[src/rtl/i2s_tx_multi.sv]
// I2S transmitter: clk-derived sclk/lrclk, N_LINES stereo pairs, one-entry pending buffer, underrun flag.
// Latency: an accepted sample's left MSB reaches sd at the next frame load (at most 1 frame + 1 bclk later).
// Backpressure: sample_ready drops after a write and returns after that sample loads.
// UNDERRUN_HOLD_EN: when defined, an underrun repeats the last frame instead of sending silence.
module i2s_tx_multi #(
  parameter int WIDTH     = 24,
  parameter int SLOT_BITS = 24,
  parameter int BCLK_DIV  = 4,
  parameter int N_LINES   = 1
) (
  input  logic                         clk,
  input  logic                         rstn,
  input  logic                         enable,
  input  logic [N_LINES*2*WIDTH-1:0]   sample_data,
  input  logic                         sample_valid,
  output logic                         sample_ready,
  input  logic                         underrun_clr,
  output logic                         sclk,
  output logic                         lrclk,
  output logic [N_LINES-1:0]           sd,
  output logic                         frame_tick,
  output logic                         underrun
);

  localparam int DW     = $clog2(BCLK_DIV + 1);
  localparam int BW     = $clog2(2 * SLOT_BITS + 1);
  localparam int DATA_W = N_LINES * 2 * WIDTH;

  localparam logic [DW-1:0] DIV_LAST = DW'(BCLK_DIV - 1);
  localparam logic [BW-1:0] BIT_LAST = BW'(2 * SLOT_BITS - 1);
  localparam logic [BW-1:0] SLOT_B   = BW'(SLOT_BITS);

  logic [DW-1:0]      div_cnt;
  logic [BW-1:0]      bit_cnt;
  logic [DATA_W-1:0]  pending;
  logic               pending_full;
  logic [DATA_W-1:0]  active;

  logic               div_last;
  logic               fall_evt;
  logic               load_evt;
  logic               write_evt;
  logic [BW-1:0]      bit_nxt;
  logic               lrclk_nxt;
  logic [DATA_W-1:0]  active_nxt;
  logic               pending_full_nxt;
  logic [N_LINES-1:0] sd_nxt;
  int                 sd_k;
  int                 sd_ch;
  int                 sd_j;

  always_comb begin
    div_last  = (div_cnt == DIV_LAST);
    fall_evt  = enable && div_last && sclk;
    load_evt  = fall_evt && (bit_cnt == '0);
    write_evt = sample_valid && sample_ready;
    bit_nxt   = (bit_cnt == BIT_LAST) ? '0 : bit_cnt + BW'(1);
    lrclk_nxt = (bit_nxt >= SLOT_B);
  end

  always_comb begin
    active_nxt = active;
    if (load_evt) begin
      if (pending_full) begin
        active_nxt = pending;
      end else begin
`ifdef UNDERRUN_HOLD_EN
        active_nxt = active;
`else
        active_nxt = '0;
`endif
      end
    end
  end

  // A write landing in the load cycle is kept for the following frame.
  always_comb begin
    pending_full_nxt = pending_full;
    if (write_evt) begin
      pending_full_nxt = 1'b1;
    end else if (load_evt) begin
      pending_full_nxt = 1'b0;
    end
  end

  // One-bit I2S delay: bit position b carries frame bit (b-1) mod frame length.
  always_comb begin
    sd_k  = (bit_nxt == '0) ? (2 * SLOT_BITS - 1) : (int'(bit_nxt) - 1);
    sd_ch = (sd_k >= SLOT_BITS) ? 1 : 0;
    sd_j  = sd_k - sd_ch * SLOT_BITS;
    sd_nxt = '0;
    for (int l = 0; l < N_LINES; l++) begin
      if (sd_j < WIDTH) begin
        sd_nxt[l] = active_nxt[(2 * l + sd_ch) * WIDTH + WIDTH - 1 - sd_j];
      end
    end
  end

  always_ff @(posedge clk) begin
    if (!rstn) begin
      div_cnt      <= '0;
      bit_cnt      <= '0;
      sclk         <= 1'b0;
      lrclk        <= 1'b0;
      sd           <= '0;
      frame_tick   <= 1'b0;
      underrun     <= 1'b0;
      sample_ready <= 1'b0;
      pending      <= '0;
      pending_full <= 1'b0;
      active       <= '0;
    end else begin
      frame_tick   <= load_evt;
      active       <= active_nxt;
      pending_full <= pending_full_nxt;
      sample_ready <= !pending_full_nxt;
      if (write_evt) begin
        pending <= sample_data;
      end

      if (load_evt && !pending_full) begin
        underrun <= 1'b1;
      end else if (underrun_clr) begin
        underrun <= 1'b0;
      end

      if (!enable) begin
        div_cnt <= '0;
        bit_cnt <= '0;
        sclk    <= 1'b0;
        lrclk   <= 1'b0;
        sd      <= '0;
      end else begin
        if (div_last) begin
          div_cnt <= '0;
          sclk    <= !sclk;
        end else begin
          div_cnt <= div_cnt + DW'(1);
        end
        if (fall_evt) begin
          bit_cnt <= bit_nxt;
          lrclk   <= lrclk_nxt;
          sd      <= sd_nxt;
        end
      end
    end
  end

endmodule

[config.mk]
export PLATFORM = sky130hd
export DESIGN_NAME = i2s_tx_multi
export DESIGN_NICKNAME = d
export VERILOG_FILES = /design/src/rtl/i2s_tx_multi.sv
export SDC_FILE = /design/constraint.sdc
export NUM_CORES = 1
export LEC_CHECK = 0
export BUFFER_PORTS_ARGS = -buffer_cell sky130_fd_sc_hd__buf_2
export CAP_MARGIN = 20
export CORE_AREA = 2 2 139 87
export CTS_CLUSTER_DIAMETER = 80
export DETAILED_ROUTE_END_ITERATION = 16
export DIE_AREA = 0 0 141 89
export GPL_ROUTABILITY_DRIVEN = 0
export PLACE_DENSITY = 0.69
export SLEW_MARGIN = 25
export SYNTH_ARGS = -nofsm -noshare
export SYNTH_HDL_FRONTEND = slang
export SYNTH_SLANG_ARGS = --single-unit
[constraint.sdc]
create_clock -name clk -period 11.3 [get_ports clk]
set_input_delay 1.13 -clock clk [delete_from_list [all_inputs] [get_ports clk]]
set_output_delay 1.13 -clock clk [all_outputs]
set_load 0.01 [all_outputs]
# Yosys cells after proc, flatten, opt, wreduce, memory -nomap -nowiden
# Index checks and enable logic that the tools add are counted.
totals:
  ff_bits: 112
  inputBits: 53
  out_inout_bits: 6
  wordCells: 53
op_classes:
  n_addsub: 7
  n_mul: 1
  order_cmp: 4
  eq_ne: 2
  muxes: 13
  bitwise: 2
  reduce_logical: 13
op_table:
  columns: ["cell", "n"]
  rows:
  - ["$mux W48", 2]
  - ["$ge A32 B6 Y1 const B", 1]
  - ["$lt A32 B6 Y1 const B", 1]
  - ["$lt A32 B8 Y1 const B", 1]
  - ["$mux W32", 1]
  - ["$sub A32 B32 Y32", 1]
  - ["$sub A8 B32 Y32", 1]
  - ["$logic_not A6 Y1", 2]
  - ["$mux W1", 8]
  - ["$sub A7 B1 Y8 const B", 1]
  - ["$add A6 B5 Y7 const B", 1]
  - ["$sub A6 B1 Y7 const B", 1]
  - ["$add A6 B1 Y6 const B", 1]
  - ["$bmux W1 S6", 1]
  - ["$eq A6 B6 Y1 const B", 1]
  - ["$ge A6 B5 Y1 const B", 1]
  - ["$mux W6", 1]
  - ["$logic_and A1 B1 Y1", 5]
  - ["$add A3 B1 Y3 const B", 1]
  - ["$eq A3 B2 Y1 const B", 1]
  - ["$logic_not A1 Y1", 3]
  - ["$mul A1 B2 Y3 const B", 1]
  - ["$reduce_or A3 Y1", 1]
  - ["$not A1 Y1", 2]
  - ["2 further kinds", 2]

# Logic depth before layout (Yosys ltp)
depth:
  word_depth: 14
  ltp_mapped: 18
  ltp_nobuf: 18

# Least setup slack after synthesis
# OpenSTA, ideal clock, no wires.
synth_path:
  path_kind: "reg2reg"
  start: "reg bit_cnt[0]"
  end: "reg sd"
  setup_time_ns: 0.070
  t_arrival_ns: 3.733
  required_time_ns: 11.230
  slack_ns: 7.497
  stages_incl_launch_ff: 15
  path_buffers: 0
  period_less_slack_ns: 3.803
  path_cell_list: "dfxtp_1 > ha_1 > nand3b_2 > and3_1 > o31ai_1 > nand4_1 > a31oi_2 > ha_1 > fa_1 > ha_1 > or2_1 > o22ai_1 > mux2i_1 > nand2b_1 > a21oi_1"
synth_via:
  elab_chain_cells: 14
  elab_cells_between_ends: 21
  cone_classes: "add/sub: 6; mul: 1; order compare: 2; eq/ne: 1; mux: 8; reduce/logical: 3"
synth_lines:
  columns: ["element", "line_no", "source"]
  rows:
  - ["start: declaration", "34", "logic [BW-1:0] bit_cnt;"]
  - ["start signal: assignment", "141", "bit_cnt <= bit_nxt;"]
  - ["$add A6 B1 Y6 / $eq A6 B6 Y1 (equally long branches)", "57", "bit_nxt = (bit_cnt == BIT_LAST) ? '0 : bit_cnt + BW'(1);"]
  - ["$mux W6", "57", null]
  - ["$sub A6 B1 Y7 / $logic_not A6 Y1 (equally long branches)", "88", "sd_k = (bit_nxt == '0) ? (2 * SLOT_BITS - 1) : (int'(bit_nxt) - 1);"]
  - ["$mux W32", "88", null]
  - ["$ge A32 B6 Y1", "89", "sd_ch = (sd_k >= SLOT_BITS) ? 1 : 0;"]
  - ["$mux W1", "89", null]
  - ["$mul A1 B2 Y3", "90, 94", null]
  - ["$add A6 B5 Y7", "94", "sd_nxt[l] = active_nxt[(2 * l + sd_ch) * WIDTH + WIDTH - 1 - sd_j];"]
  - ["$sub A7 B1 Y8", "94", null]
  - ["$sub A8 B32 Y32", "94", null]
  - ["$bmux W1 S6", "94", null]
  - ["$mux W1 (not written as such) (2 in a row)", "94", null]
  - ["$mux W1 (*)", "93", "if (sd_j < WIDTH) begin"]
  - ["end signal: assignment", "143", "sd <= sd_nxt;"]
  - ["end: declaration", "20", "output logic [N_LINES-1:0] sd,"]
# Every way passes the cells marked *; elsewhere a longest branch is shown, timed or not. The select of a mux whose other input is x is not followed.
# A chain may end at the register's enable or synchronous reset.

# Worst setup path in the final report
# Same ends and word-level chain as after synthesis.

==> reports/qor.yml <==
hpwl_mm: 7.96
root_buffer: "clkbuf_16"
p_leak_nw: 2.28
cts_hold_buffers: 0
wl_per_cell_um: 15.1
ir_drop_mv: 0.0674
remaining_drc_errors: 0
maxSlewViolCount: 0
yosysSeqAreaShare_pct: 40.5
ant_nets: 0
cts_setup_buffers: 0
tightest_slew_ps: 888
relSlewSlack_pct: 40.8
grt_max_degree: 102
die_h_um: 89
holdPathStages: 2
dpl_cell_area_um2: 5840
finalSetupViolCount: 0
grt_setup_unrepaired: "false"
required_ps: 11590
ff2ff_path_depth: 14
design.core.area_um2: 11100
synth_top_family_by_area: "simple AND/OR/NAND/NOR gates"
wirelength_mm: 11.9
min_to: "pending[36]$_SDFFE_PN0P_"
fin_util_pct: 55.0
powerDensity_nw_per_um2: 124
ioPinCount: 59
via_per_inst: 5.40
hold_path.startpoint: "pending[36]$_SDFFE_PN0P_"
antenna_found_initial: 0
crit_fanout: 10
yosysMostFrequentCell: "dfxtp_1"
fin_area_um2: 6130
pre_cts_slack_ps: 6930
synth_compound_area_share_pct: 12.2
hold_path_class: "reg -> reg"
clock_skew_ps: 11.0
post-route-period-util_pct: 39.9
vias: 4265
synth_top_cell_by_area: "dfxtp_1"
synth_seq_cells: 112
cts.sinks: 112
synth_nets: 680
avgSynthCellArea_um2: 9.08
r2r_setup_slack_ps: 6790
clk-insertion-delay-late_ps: 360
grt_usage_pct: 20.3
yosys-top-cells-count: "112 x dfxtp_1, 110 x nand2_1, 51 x nor2b_1, 50 x a21boi_0, 44 x mux2i_1"
cts_buffer_depth: 2
postSynth.asyncResetShare_pct: 0
fmax_mhz: 222
synthAdderAreaFrac_pct: 3.98
htreeDepth: 3
r2r_start: "bit_cnt[0]$_SDFFE_PN0P_"
synth_top_area_share_pct: 40.5
n_antenna_cell: 0
hold_viol: 0
crit_type: "reg -> reg"
final_net_count: 711
finalSetupTns_ps: 0
fp.dieW_um: 141
synth_area_um2: 5540
grt_overflow: 0
dieArea_um2: 12500
cts_resized: 0
row_count: 30
maxCapViolCount: 0
drtPass1Iterations: 4
grt_pass1_wl_mm: 20.2
critPathArrivalTime_ps: 4790
min_period_ps: 4510
outcome: "finished clean"
synth.area.top_cells: "dfxtp_1 40%, mux2i_1 8.0%, nand2_1 7.5%, a21boi_0 6.8%, nor2b_1 5.8%"
ys.flop_type: "dfxtp_1"
cts_tree: "yes"
drt-initial-drc-count: 277
area_growth_pct: 10.8
critPathLaunchType: "flip-flop"
path_clk_slew_ps: 70
start_util_pct: 49.7
cts_inserted_buffers: 9
setup_ws_ps: 6790
crit_path_end_kind: "flip-flop"
synth_mux_area_share_pct: 13.0
grt_pass1_vias: 4273
drive_gt1_share_pct: 15.8
yosysUniqueCellTypes: 55
syn-instance-count: 610
timing.rr.end: "sd$_SDFFE_PN0P_"
synth_xor_area_share_pct: 1.36
port_buffers: 58
synth-edff-count: 0
synthSimpleGateAreaFrac_pct: 24.5
synth_warnings: 0
==> cells by family (layout without fill, tap and decap cells) <==
family                     count (synthesis)  count (layout)
buffers and inverters                     54              90
xor gates and xnor gates                   7               7
adders and majority gates                 17              17
AOI/OAI and AO/OA                         96              96
muxes                                     57              57
DFF                                      112             112
and+or+nand+nor                          267             267
==> state kept, by name, indices dropped and copies added (netlist names) <==
signal / cells
sclk: 1
frame_tick: 1
lrclk: 1
pending: 48
pending_full: 1
underrun: 1
div_cnt: 3
bit_cnt: 6
sample_ready: 1
sd: 1
active: 48
==> area by class of cell <==
class,instances,area [um^2]
clock buffers,10,239
clock inverters,6,51.3
fillers,1029,5010
inverters,11,41.3
multi-input cells,444,3050
flip-flops and latches,112,2240
well taps,144,180
repair buffers,63,328
==> placed cells by master (no fill, tap or decap), types with 5 or more instances in the layout <==
cell type  instances
nor2_1            21
buf_2             58
nand2_1          110
clkbuf_16          9
nor2b_1           51
mux4_2            12
a21oi_1           23
mux2i_1           44
inv_1              9
ha_1              16
dfxtp_1          112
nor3_1             7
and2_1            36
nand3_1            5
and3_1            18
buf_4              5
a21boi_0          50
==> worst max path at each step <==
stage | depth (start not counted) | slack, ps | from | endpoint
global route | 16 | 6620 | bit_cnt[0]$_SDFFE_PN0P_ | sd$_SDFFE_PN0P_
floorplan | 14 | 7500 | bit_cnt[0]$_SDFFE_PN0P_ | sd$_SDFFE_PN0P_
detailed placement | 16 | 6930 | bit_cnt[0]$_SDFFE_PN0P_ | sd$_SDFFE_PN0P_
CTS | 16 | 6900 | bit_cnt[0]$_SDFFE_PN0P_ | sd$_SDFFE_PN0P_
finish | 14 | 6790 | bit_cnt[0]$_SDFFE_PN0P_ | sd$_SDFFE_PN0P_
global placement | 14 | 7290 | bit_cnt[0]$_SDFFE_PN0P_ | sd$_SDFFE_PN0P_
==> through the flow <==
| step | cells | hold slack [ps] | power, mW |
|---|---|---|---|
| finish | 790 | 464 | 0.762 |
| global route | 790 | 478 | 0.789 |
| CTS | 790 | 466 | 0.767 |
| detailed placement | 774 | 454 | 0.459 |
| global placement | 774 | 415 | 0.456 |
| floorplan | 610 | 404 | 0.441 |
==> layer usage <==
layer / vias up / routed length [um] / track usage, %
met5: - / 0 / 0
met4: 0 / 208 / 6.45
met3: 29 / 665 / 5.14
met2: 116 / 5410 / 33.7
met1: 1996 / 5630 / 26.7
li1: 2124 / - / -
==> critical path: stages, from the launching register on <==
cell	delay (ps)
dfxtp_1	540
ha_1	390
nand3b_2	190
and3_1	250
o31ai_1	490
nand4_1	210
a31oi_2	430
ha_1	270
fa_1	460
ha_1	320
or2_1	240
o22ai_1	230
mux2i_1	230
nand2b_1	70
a21oi_1	110
==> where the power goes <==
group          total [mW]  switching [mW]  internal, mW
Sequential          0.408         0.00429         0.403
Clock               0.313           0.154         0.159
Combinational      0.0406          0.0226        0.0180
Total               0.762           0.181         0.580
No activity file was read; power rests on OpenSTA's default activity.
